===== config.mk =====
export PLATFORM = sky130hd
export DESIGN_NAME = seg_scan_ctrl
export DESIGN_NICKNAME = d
export VERILOG_FILES = /design/src/rtl/seg_scan_ctrl_pkg.sv /design/src/rtl/seg_scan_ctrl_hex.sv /design/src/rtl/seg_scan_ctrl.sv
export SDC_FILE = /design/constraint.sdc
export NUM_CORES = 1
export LEC_CHECK = 0
export BUFFER_PORTS_ARGS = -buffer_cell sky130_fd_sc_hd__buf_2
export CORE_ASPECT_RATIO = 1.75
export CORE_UTILIZATION = 65
export CTS_CLUSTER_DIAMETER = 150
export DETAILED_ROUTE_END_ITERATION = 12
export GPL_TIMING_DRIVEN = 0
export PLACE_DENSITY = 0.85
export SLEW_MARGIN = 20
export SYNTH_ARGS = -nofsm -noshare
export SYNTH_HDL_FRONTEND = slang
export SYNTH_SLANG_ARGS = --single-unit

===== constraint.sdc =====
create_clock -name clk -period 9 [get_ports clk]
set_input_delay 1.35 -clock clk [delete_from_list [all_inputs] [get_ports clk]]
set_output_delay 1.35 -clock clk [all_outputs]
set_load 0.05 [all_outputs]

===== src/rtl/seg_scan_ctrl_pkg.sv =====
// Shared constants and types for the 7-segment scan controller.
// Field offsets, idle output codes and FSM state encoding.
package seg_pkg;

    localparam logic [7:0] SEG_OFF = 8'hFF;
    localparam logic [7:0] AN_OFF  = 8'hFF;

    localparam int HEX_LSB   = 0;
    localparam int DP_BIT    = 4;
    localparam int BLANK_BIT = 5;

    localparam logic [5:0] DIGIT_BLANK = 6'b10_0000;

    typedef enum logic {
        ST_BLANK = 1'b0,
        ST_SHOW  = 1'b1
    } state_t;

endpackage


===== src/rtl/seg_scan_ctrl_hex.sv =====
// Hex-to-segment decoder, active-low, segs[6:0] = g..a.
// Codes 16 and above decode to all segments off.
module seg_scan_ctrl_hex (
    input  logic [7:0] code,
    output logic [6:0] segs
);

    // Pure lookup from value to lit segment pattern
    always_comb begin
        segs = 7'h7F;
        case (code)
            8'h00: segs = 7'h40;
            8'h01: segs = 7'h79;
            8'h02: segs = 7'h24;
            8'h03: segs = 7'h30;
            8'h04: segs = 7'h19;
            8'h05: segs = 7'h12;
            8'h06: segs = 7'h02;
            8'h07: segs = 7'h78;
            8'h08: segs = 7'h00;
            8'h09: segs = 7'h10;
            8'h0A: segs = 7'h08;
            8'h0B: segs = 7'h03;
            8'h0C: segs = 7'h46;
            8'h0D: segs = 7'h21;
            8'h0E: segs = 7'h06;
            8'h0F: segs = 7'h0E;
            default: segs = 7'h7F;
        endcase
    end

endmodule


===== src/rtl/seg_scan_ctrl.sv =====
// Time-multiplexed scan controller for an 8-digit common-anode display.
// Digit registers are MMIO-written; each digit is shown from a shadow copy.
module seg_scan_ctrl
    import seg_pkg::*;
#(
    parameter int NUM_DIGITS = 8,
    parameter int DIGIT_CYC  = 100000,
    parameter int BLANK_CYC  = 2000,
    parameter int CNT_W      = 17
) (
    input  logic       clk,
    input  logic       rst_n,
    input  logic       enable,
    input  logic       clr,
    input  logic       wr_en,
    input  logic [2:0] wr_addr,
    input  logic [7:0] wr_data,
    output logic       wr_ack,
    output logic [7:0] an,
    output logic [7:0] seg
);

    localparam logic [3:0]       NUM_D     = 4'(NUM_DIGITS);
    localparam logic [2:0]       LAST_IDX  = 3'(NUM_DIGITS - 1);
    localparam logic [CNT_W-1:0] BLANK_END = CNT_W'(BLANK_CYC - 1);
    localparam logic [CNT_W-1:0] SHOW_END  = CNT_W'(DIGIT_CYC - 1);

    logic [5:0]       regs [8];
    state_t           state, state_n;
    logic [CNT_W-1:0] cnt, cnt_n;
    logic [2:0]       idx, idx_n;
    logic [5:0]       shadow, shadow_n;
    logic             first, first_n;
    logic [6:0]       dec_segs;
    logic [7:0]       an_n, seg_n;
    logic             unused_ok;

    assign unused_ok = ^wr_data[7:6];

    // Digit register file: clear blanks all, a valid write then wins
    always_ff @(posedge clk or negedge rst_n) begin
        if (!rst_n) begin
            for (int i = 0; i < 8; i++) regs[i] <= DIGIT_BLANK;
        end else begin
            if (clr) begin
                for (int i = 0; i < 8; i++) regs[i] <= DIGIT_BLANK;
            end
            if (wr_en && ({1'b0, wr_addr} < NUM_D)) begin
                regs[wr_addr] <= wr_data[5:0];
            end
        end
    end

    // Write acknowledge, one cycle after every strobe
    always_ff @(posedge clk or negedge rst_n) begin
        if (!rst_n) wr_ack <= 1'b0;
        else        wr_ack <= wr_en;
    end

    // Scan FSM state, counter, digit index and shadow copy
    always_ff @(posedge clk or negedge rst_n) begin
        if (!rst_n) begin
            state  <= ST_BLANK;
            cnt    <= '0;
            idx    <= '0;
            shadow <= DIGIT_BLANK;
            first  <= 1'b1;
            an     <= AN_OFF;
            seg    <= SEG_OFF;
        end else begin
            state  <= state_n;
            cnt    <= cnt_n;
            idx    <= idx_n;
            shadow <= shadow_n;
            first  <= first_n;
            an     <= an_n;
            seg    <= seg_n;
        end
    end

    // Next-state logic; outputs derive from next state so they stay aligned
    always_comb begin
        state_n  = state;
        cnt_n    = cnt;
        idx_n    = idx;
        shadow_n = shadow;
        first_n  = first;
        if (!enable) begin
            state_n = ST_BLANK;
            cnt_n   = '0;
            idx_n   = '0;
            first_n = 1'b1;
        end else begin
            case (state)
                ST_BLANK: begin
                    if (cnt == BLANK_END) begin
                        state_n = ST_SHOW;
                        cnt_n   = '0;
                        first_n = 1'b0;
                        if (!first) begin
                            idx_n = (idx == LAST_IDX) ? 3'd0 : idx + 3'd1;
                        end
                        shadow_n = regs[idx_n];
                    end else begin
                        cnt_n = cnt + CNT_W'(1);
                    end
                end
                ST_SHOW: begin
                    if (cnt == SHOW_END) begin
                        state_n = ST_BLANK;
                        cnt_n   = '0;
                    end else begin
                        cnt_n = cnt + CNT_W'(1);
                    end
                end
                default: state_n = ST_BLANK;
            endcase
        end
    end

    seg_scan_ctrl_hex u_hex (
        .code ({4'b0000, shadow_n[HEX_LSB +: 4]}),
        .segs (dec_segs)
    );

    // Anode and segment values for the upcoming cycle
    always_comb begin
        an_n  = AN_OFF;
        seg_n = SEG_OFF;
        if (state_n == ST_SHOW) begin
            an_n = ~(8'd1 << idx_n);
            if (!shadow_n[BLANK_BIT]) begin
                seg_n = {~shadow_n[DP_BIT], dec_segs};
            end
        end
    end

endmodule

==> metrics.md <==
| Metric | Value |
|---|---|
| Yosys reg bits | 93 |
| Final hold viol count | 0 |
| Synth top area share | 34.45% |
| Most frequent cells in the layout | nand2_1 (83), dfrtp_1 (67), o21ai_0 (49) |
| CP arrival | 4.13 ns |
| Reg2Reg Launch Point | idx[0]$_DFF_PN0_ |
| DRC viols | 0 |
| Max VDD drop | 0.0001075 V |
| Critical path type | input pin to register |
| Syn_nets | 540 |
| Via/cell ratio | 6.167 |
| Initial antenna violation count | 0 |
| Mapped Cells | 514 |
| FFs w/ async S/R, synth | 100.0% |
| Final setup viols | 0 |
| IO buf count | 22 |
| First-pass GRT wire length | 19090 µm |
| Pwr Total | 0.8718 mW |
| Synth area leaders | dfrtp_1 (34%), dfstp_2 (14%), nand2_1 (6.4%) |
| Hold_buf cts | 0 |
| Worst Path Max Fanout | 9 |
| CTS buffer count | 9 |
| Clock transition at path regs | 0.06 ns |
| Max-Cap Viols | 0 |
| FP Rows | 41 |
| Postcts setup bufs | 0 |
| Ys flop type | dfrtp_1 |
| CTS H-Tree Depth | 3 |
| Max Clk Rate | 258.0 MHz |
| CP Launch Type | input pin |
| GRT Total Usage | 33.78% |
| Placed cell count | 623 |
| Placed inst area | 5115 µm² |
| Final GP Congestion | 0.9231 |
| Hold_ws | 0.4636 ns |
| Status | finished clean |
| Clk buf depth | 2 |
| Die height | 116.5 µm |
| Post_cts resized | 0 |
| Final TNS setup | 0 ns |
| DRT iter0 DRCs | 332 |
| Synthesized cell area | 4867 µm² |
| Final WL | 11840 µm |
| Vias after detailed routing | 3941 |
| Largest net degree at the start of global routing | 61 |
| Syn. warnings | 0 |
| Crit end category | register |
| CTS tree | built |
| Cell variety after synth | 61 |
| Number of global-route vias before repair | 3954 |
| Syn avg cell area | 9.469 µm² |
| Diodes inserted | 0 |
| Die ar. | 7851 µm² |
| HP Class | register to register |
| Min cycle time layout | 3.876 ns |
| FF-to-FF path depth | 11 |
| Clk_skew | 0.005608 ns |
| Area grow syn2layout | 11.52% |
| Die Wd | 67.41 µm |
| Worst Tran Pin Value | 0.7456 ns |
| Final non-filler cell area | 5428 µm² |
| DP Wirelength | 8379 µm |
| GR Overflow Total | 0 |
| Layout cell share with drive strength beyond 1 | 17.72% |
| Clock net sink count | 93 |
| Skew-Pair Late Insertion Delay | 0.35 ns |
| R2R Setup Slk | 5.15 ns |
| Initial core utilization | 67.29% |
| Final Max Tran Viols | 0 |
| Relative slew slack | 49.01% |
| Yosys top cell by area | dfrtp_1 |
| Static Leak | 2.268 nW |
| Clk root buf | clkbuf_16 |
| Period utilization | 43.06% |
| FF-to-FF End | seg[0]$_DFF_PN1_ |
| Final #Nets | 574 |
| Commonest non-fill, non-tap cell in the layout | nand2_1 |
| CP Launch Point | enable |
| PD cells | 160.6 nW/µm² |
| Fill count | 494 |
| Antenna Nets Post-Route | 0 |
| CP required | 9.25 ns |
| WL/cell | 18.53 µm |
| Post-synthesis sequential area ratio | 48.48% |
| Unrepaired setup endpoints after global routing | false |
| Total core area | 7233 µm² |
| DRT Pass-1 Iters | 5 |
| Setup crit end | seg[3]$_DFF_PN1_ |
| Number of flops mapped to enable cells by yosys | 0 |
| Non-filler cells in the finished layout | 639 |
| IO Count | 33 |
-- critical path, cell delays in order --
cell	delay [ns]
buf_2	0.19
inv_1	0.14
nor3_1	0.25
nand4_1	0.34
a2111oi_0	0.76
nor3_2	0.21
inv_1	0.20
ha_1	0.16
inv_1	0.07
mux2_2	0.26
a22oi_1	0.19
-- worst min path at each step --
stage	startpoint	to	slack [ns]	cells after the start
5_1_grt	cnt[0]$_DFF_PN0_	cnt[0]$_DFF_PN0_	0.50	1
3_5_place_dp	cnt[0]$_DFF_PN0_	cnt[0]$_DFF_PN0_	0.46	1
6_report	cnt[0]$_DFF_PN0_	cnt[0]$_DFF_PN0_	0.46	1
4_1_cts	cnt[0]$_DFF_PN0_	cnt[0]$_DFF_PN0_	0.47	1
3_3_place_gp	cnt[0]$_DFF_PN0_	cnt[0]$_DFF_PN0_	0.44	1
2_1_floorplan	cnt[0]$_DFF_PN0_	cnt[0]$_DFF_PN0_	0.43	1
-- Yosys cell counts, types with 2 or more instances --
cell type,number
o211ai_1,4
ha_1,10
a221o_1,2
nor3_1,11
nor4_1,2
a211oi_1,2
dfrtp_1,67
clkbuf_2,6
a2111oi_0,3
mux2i_1,16
inv_1,12
xnor2_1,11
nor4b_1,3
dfstp_2,26
o31ai_1,2
nand2_1,83
inv_2,2
nand4_1,7
and3_1,9
mux2_2,5
xor2_1,6
mux4_2,2
nand2b_1,44
o21ai_1,2
nand3_1,12
o21ai_0,49
or3_1,4
nor2_1,46
clkbuf_1,16
a31oi_1,4
and2_1,2
buf_2,6
mux2i_2,2
o21a_1,2
a21oi_1,5
a22oi_1,2
a21o_1,2
nand4b_1,2
-- state kept, by name, summed over array words and instances (netlist names) --
name and count:
an 8, cnt 17, first 1, idx 3, regs 48, seg 8, shadow 6, state 1
wr_ack 1
-- kinds of logic after synthesis --
| kind of cell | share of synthesized area (%) |
|---|---|
| compound gates | 11.03 |
| xor+xnor | 3.059 |
| fa+ha+maj | 2.571 |
| buf+inv | 3.702 |
| flops | 48.48 |
| mux | 5.938 |
| simple gates | 25.22 |
-- through the flow --
step / utilization (%) / setup slack (ns)
after floorplan: - / 5.606
after global placement: 70.30 / 4.946
after detailed placement: 70.71 / 4.854
after CTS: 75.04 / 5.142
after global routing: 75.04 / 4.909
final: 75.04 / 5.124
-- where the power goes --
part / leakage [nW] / internal [mW] / total [mW] / switching (mW)
Combinational: 0.920 / 0.0148 / 0.0452 / 0.0305
Sequential: 1.20 / 0.430 / 0.436 / 0.00663
Clock: 0.152 / 0.237 / 0.390 / 0.153
Total: 2.27 / 0.682 / 0.872 / 0.190
-- per-layer routing --
| layer | wire [µm] | GRT usage (%) |
|---|---|---|
| met2 | 6245 | 56.40 |
| met5 | 0 | 0 |
| met1 | 4283 | 36.60 |
| met3 | 555 | 5.859 |
| met4 | 759 | 26.95 |
-- final cells by class --
class	instances	area (µm²)	area share (%)
clock buffer	13	270.3	4.979
buffer	29	127.6	2.351
inverter	14	52.55	0.9682
clock inverter	3	42.54	0.7838
timing repair buffer	23	140.1	2.582
sequential	93	2360	43.48
tap	86	107.6	1.982
multi-input combinational	378	2327	42.88
(Power assumes the default switching activity.)
